$ cat src/rtl/y_run_ctrl.sv
// Run/step sequencer for the yChip core: loads the entry point, gates retirement
// with a clock-enable (free-run or single-step) and traces every retired (ins, wb) pair.
//
// state     | meaning
// ----------+-----------------------------------------------------------
// IDLE      | waiting for start, chip held
// LOAD      | one cycle: chip PC loads chip_entry
// RUN       | free-run, retires every cycle unless the trace FIFO stalls
// STEP_WAIT | retires one instruction per step pulse
// HALT      | run finished (halt instruction or cycle limit), outputs hold
module y_run_ctrl #(
    parameter int unsigned MAX_CYCLES  = 43,
    parameter int unsigned TRACE_DEPTH = 8,
    parameter logic [31:0] HALT_INS    = 32'h0000_000C
) (
    input  logic                          clk,
    input  logic                          INT,
    input  logic                          start,
    input  logic                          run_mode,
    input  logic                          step,
    input  logic [31:0]                   entry,
    input  logic [31:0]                   ins,
    input  logic [31:0]                   wb,
    output logic                          chip_INT,
    output logic [31:0]                   chip_entry,
    output logic                          chip_en,
    output logic                          busy,
    output logic                          done,
    output logic [1:0]                    halt_cause,
    output logic [15:0]                   cycle_cnt,
    output logic                          tr_valid,
    input  logic                          tr_ready,
    output logic [31:0]                   tr_ins,
    output logic [31:0]                   tr_wb,
    output logic [$clog2(TRACE_DEPTH):0]  tr_count
);
    localparam int unsigned AW = $clog2(TRACE_DEPTH);

    typedef enum logic [2:0] {
        S_IDLE,
        S_LOAD,
        S_RUN,
        S_STEP_WAIT,
        S_HALT
    } state_t;

    state_t        state_q, state_d;
    logic [31:0]   entry_q, entry_d;
    logic [15:0]   cnt_q, cnt_d;
    logic [1:0]    cause_q, cause_d;
    logic [15:0]   cnt_inc;

    logic [31:0]   mem_ins_q [TRACE_DEPTH];
    logic [31:0]   mem_wb_q  [TRACE_DEPTH];
    logic [AW-1:0] wr_ptr_q, rd_ptr_q;
    logic [AW:0]   count_q;
    logic          full, pop, push;

    assign full    = (count_q == (AW+1)'(TRACE_DEPTH));
    assign pop     = (count_q != '0) && tr_ready;
    assign cnt_inc = (cnt_q == 16'hFFFF) ? cnt_q : cnt_q + 16'd1;

    always_comb begin
        state_d = state_q;
        entry_d = entry_q;
        cnt_d   = cnt_q;
        cause_d = cause_q;
        chip_en = 1'b0;
        push    = 1'b0;
        case (state_q)
            S_IDLE, S_HALT: begin
                if (start) begin
                    entry_d = entry;
                    cnt_d   = '0;
                    cause_d = 2'd0;
                    state_d = S_LOAD;
                end
            end
            S_LOAD: begin
                chip_en = 1'b1;
                state_d = run_mode ? S_RUN : S_STEP_WAIT;
            end
            S_RUN, S_STEP_WAIT: begin
                // A pop in the same cycle frees the slot, so a full FIFO only stalls without one
                chip_en = ((state_q == S_RUN) || step) && (!full || tr_ready);
                state_d = run_mode ? S_RUN : S_STEP_WAIT;
                if (chip_en) begin
                    push  = 1'b1;
                    cnt_d = cnt_inc;
                    if (ins == HALT_INS) begin
                        state_d = S_HALT;
                        cause_d = 2'd1;
                    end else if (32'(cnt_inc) == MAX_CYCLES) begin
                        state_d = S_HALT;
                        cause_d = 2'd2;
                    end
                end
            end
            default: state_d = S_IDLE;
        endcase
        if (INT) begin
            chip_en = 1'b0;
            push    = 1'b0;
        end
    end

    always_ff @(posedge clk) begin
        if (INT) begin
            state_q <= S_IDLE;
            entry_q <= '0;
            cnt_q   <= '0;
            cause_q <= '0;
        end else begin
            state_q <= state_d;
            entry_q <= entry_d;
            cnt_q   <= cnt_d;
            cause_q <= cause_d;
        end
    end

    always_ff @(posedge clk) begin
        if (INT) begin
            wr_ptr_q <= '0;
            rd_ptr_q <= '0;
            count_q  <= '0;
        end else begin
            if (push) wr_ptr_q <= wr_ptr_q + AW'(1);
            if (pop)  rd_ptr_q <= rd_ptr_q + AW'(1);
            if (push && !pop)      count_q <= count_q + (AW+1)'(1);
            else if (pop && !push) count_q <= count_q - (AW+1)'(1);
        end
    end

    always_ff @(posedge clk) begin
        if (push) begin
            mem_ins_q[wr_ptr_q] <= ins;
            mem_wb_q[wr_ptr_q]  <= wb;
        end
    end

    assign chip_INT   = INT || (state_q == S_LOAD);
    assign chip_entry = entry_q;
    assign busy       = (state_q == S_LOAD) || (state_q == S_RUN) || (state_q == S_STEP_WAIT);
    assign done       = (state_q == S_HALT);
    assign halt_cause = cause_q;
    assign cycle_cnt  = cnt_q;
    assign tr_valid   = (count_q != '0);
    assign tr_ins     = mem_ins_q[rd_ptr_q];
    assign tr_wb      = mem_wb_q[rd_ptr_q];
    assign tr_count   = count_q;

endmodule

$ cat config.mk
export PLATFORM = sky130hd
export DESIGN_NAME = y_run_ctrl
export DESIGN_NICKNAME = d
export VERILOG_FILES = /design/src/rtl/y_run_ctrl.sv
export SDC_FILE = /design/constraint.sdc
export NUM_CORES = 1
export LEC_CHECK = 0
export ABC_AREA = 1
export CORE_ASPECT_RATIO = 0.7
export CORE_MARGIN = 3
export CORE_UTILIZATION = 50
export DETAILED_ROUTE_END_ITERATION = 12
export MAX_ROUTING_LAYER = met4
export PLACE_DENSITY = 0.71
export SLEW_MARGIN = 20
export SYNTH_ARGS = -nofsm -noshare
export SYNTH_HDL_FRONTEND = slang
export SYNTH_SLANG_ARGS = --single-unit
export TNS_END_PERCENT = 50
$ cat constraint.sdc
create_clock -name clk -period 8.6 [get_ports clk]
set_clock_uncertainty 0.2 [all_clocks]
set_input_delay 1.72 -clock clk [delete_from_list [all_inputs] [get_ports clk]]
set_output_delay 1.72 -clock clk [all_outputs]
set_load 0.03 [all_outputs]
==> impl_metrics.env <==
export IMPL_status="finished clean"
export IMPL_synth_avg_cell_area_sq_um=11.80
export IMPL_grt_max_degree=110
export IMPL_p_per_area_nw_per_um2=282.0
export IMPL_chipHeight_um=184.7
export IMPL_rsz0062_at_grt="no"
export IMPL_ys_ff_latch=578
export IMPL_clkLatencyLatePin_ns=0.57
export IMPL_drive_gt1_share_pct=5.460
export IMPL_grt_pass1_vias=14790
export IMPL_syn_inst=1933
export IMPL_final_nets=2228
export IMPL_drtPass1Iterations=5
export IMPL_seq_area_frac_synth_pct=73.23
export IMPL_cts_root_buf="clkbuf_16"
export IMPL_htree_levels=2
export IMPL_worstSetupStartpointType="input pin"
export IMPL_antenna_found_initial=3
export IMPL_period_needed_ns=6.780
export IMPL_coreArea_sq_um=44360
export IMPL_cts_sinks=578
export IMPL_synth_top_area_share_pct=67.43
export IMPL_yosysWarnings=0
export IMPL_max_freq_mhz=147.5
export IMPL_crit_path_max_fanout=44
export IMPL_synth_area_top_cells="edfxtp_1 (67%), nor2_1 (9.3%), o21ai_0 (6.7%), dfxtp_1 (5.8%), a31oi_1 (1.8%)"
export IMPL_final_common_cell="nor2_1"
export IMPL_drt_iter0_drc=1352
export IMPL_maxCapViolCount=0
export IMPL_grt_pass1_wl_um=84070
export IMPL_period_share_pct=78.84
export IMPL_overflow=0
export IMPL_wl_um=53990
export IMPL_ir_worst_vdd_mv=0.2237
export IMPL_wl_per_cell_um=19.58
export IMPL_crit_arrival_ns=4.86
export IMPL_p_leak_nw=9.071
export IMPL_syn_area_sq_um=22800
export IMPL_cp_end_kind="primary output"
export IMPL_die_w_um=261.2
export IMPL_tightest_slew_ns=1.030
export IMPL_cp_required_ns=6.68
export IMPL_syn_nets=2042
export IMPL_mostFrequentLayoutCells="nor2_1 (560), edfxtp_1 (512), o21ai_0 (303)"
export IMPL_seqCellArea_sq_um=16700
export IMPL_area_delta_synth_final_pct=19.41
export IMPL_hold_buffers=0
export IMPL_post_route_drc_count=0
export IMPL_setup_tns_ns=0
export IMPL_crit_type="input pin to primary output"
export IMPL_clk_pin_slew_ns=0.06
export IMPL_via_count=15270
export IMPL_cts_buffer_depth=3
export IMPL_ant_nets=0
export IMPL_rows=64
export IMPL_maxSlewHeadroom_pct=30.88
export IMPL_routed_via_density=5.536
export IMPL_cts_tree="done"
export IMPL_io_pins=225
export IMPL_post_place_ws_ns=2.170
export IMPL_cts_setup_buffers=0
export IMPL_cts_resized=0
export IMPL_track_usage_pct=22.91
export IMPL_yosysTopAreaCell="edfxtp_1"
export IMPL_hold_violations=0
export IMPL_slew_violations=0
export IMPL_setup_viol=0
export IMPL_yosysUniqueCellTypes=32
export IMPL_multi_input_area_sq_um=5540
export IMPL_start_util_pct=51.40
export IMPL_gp_congestion=0.8964
export IMPL_fp_dieArea_sq_um=48240
export IMPL_place_hpwl_um=30890
export IMPL_fillers=3468
export IMPL_numCtsBuffers=54
export IMPL_finalWorstSetupSlack_ns=1.820
export IMPL_hold_class="register to register"
export IMPL_io_buffers=224
## power breakdown
part | switching (W) | total, W | internal [W]
logic | 0.00146 | 0.00222 | 0.000759
registers | 0.0000580 | 0.00318 | 0.00313
clock network | 0.000975 | 0.00228 | 0.00130
total | 0.00249 | 0.00768 | 0.00518
## state kept, by name, indices dropped and copies added, names as in the netlist, named ones only
signal and count:
wr_ptr_q 3, state_q 3, tr_count 4, chip_entry 32, mem_wb_q 256, rd_ptr_q 3
mem_ins_q 256, halt_cause 2, cycle_cnt 16
## worst max-delay path, cell delays in order
cell             delay (ns)
clkdlybuf4s50_1        1.05
clkinv_1               1.09
nand2_1                0.28
clkdlybuf4s50_1        0.70
## per-stage QoR
step	hold WS (ns)	instance area, sq um	total power, W	instances	utilization (%)
2_1_floorplan	0.2334	22800	0.004615	1933	-
3_3_place_gp	0.2435	25550	0.005433	2657	57.60
3_5_place_dp	0.2544	25550	0.005462	2657	57.60
4_1_cts	0.2642	27220	0.007726	2755	61.35
5_1_grt	0.2774	27230	0.008023	2758	61.37
6_report	0.2619	27230	0.007677	2758	61.37
## synth_stat cells (all sizes together)
| library cell | number |
|---|---|
| a31oi | 64 |
| or2 | 1 |
| fa | 1 |
| and3 | 1 |
| inv | 44 |
| nor4 | 4 |
| xor2 | 4 |
| edfxtp | 512 |
| o22ai | 64 |
| ha | 6 |
| nor2 | 576 |
| xnor2 | 2 |
| a211oi | 1 |
| clkbuf | 83 |
| nand4 | 7 |
| o21ai | 304 |
| nand2 | 102 |
| nand3b | 1 |
| nor3 | 6 |
| buf | 31 |
| a21oi | 28 |
| dfxtp | 66 |
| nand3 | 25 |
## final cells by class
class / count / share of cell area, %
inverters: 44 / 0.6434
clock buffers: 76 / 5.381
well taps: 594 / 2.730
flip-flops and latches: 578 / 61.35
repair buffers: 244 / 8.787
clock inverters: 22 / 0.7307
diodes: 3 / 0.02757
multi-input cells: 1197 / 20.35
## kinds of logic after synthesis
group / synth area share, %
compound gates: 10.83
buf+inv: 2.727
flops: 73.23
simple gates: 12.57
fa+ha+maj: 0.4171
xor+xnor: 0.2305
## path summary, 6_finish.rpt
check	from	endpoint	slack (ns)	depth (start not counted)
min reg2reg	rd_ptr_q[2]$_SDFFE_PP0P_	register	0.26	2
max	INT	chip_INT	1.82	4
max reg2reg	state_q[1]$_SDFFE_PP0N_	mem_wb_q[3][1]$_DFFE_PP_	4.23	11
min	rd_ptr_q[2]$_SDFFE_PP0P_	register	0.26	2
## routing by layer
| metal | up-vias | wire (um) | GRT usage [%] |
|---|---|---|---|
| met2 | 522 | 25350 | 34.30 |
| met1 | 7380 | 23770 | 32.52 |
| li1 | 7268 | - | - |
| met3 | 98 | 3355 | 3.255 |
| met5 | - | 0 | - |
| met4 | 0 | 1513 | 7.709 |
(Power assumes the default switching activity.)
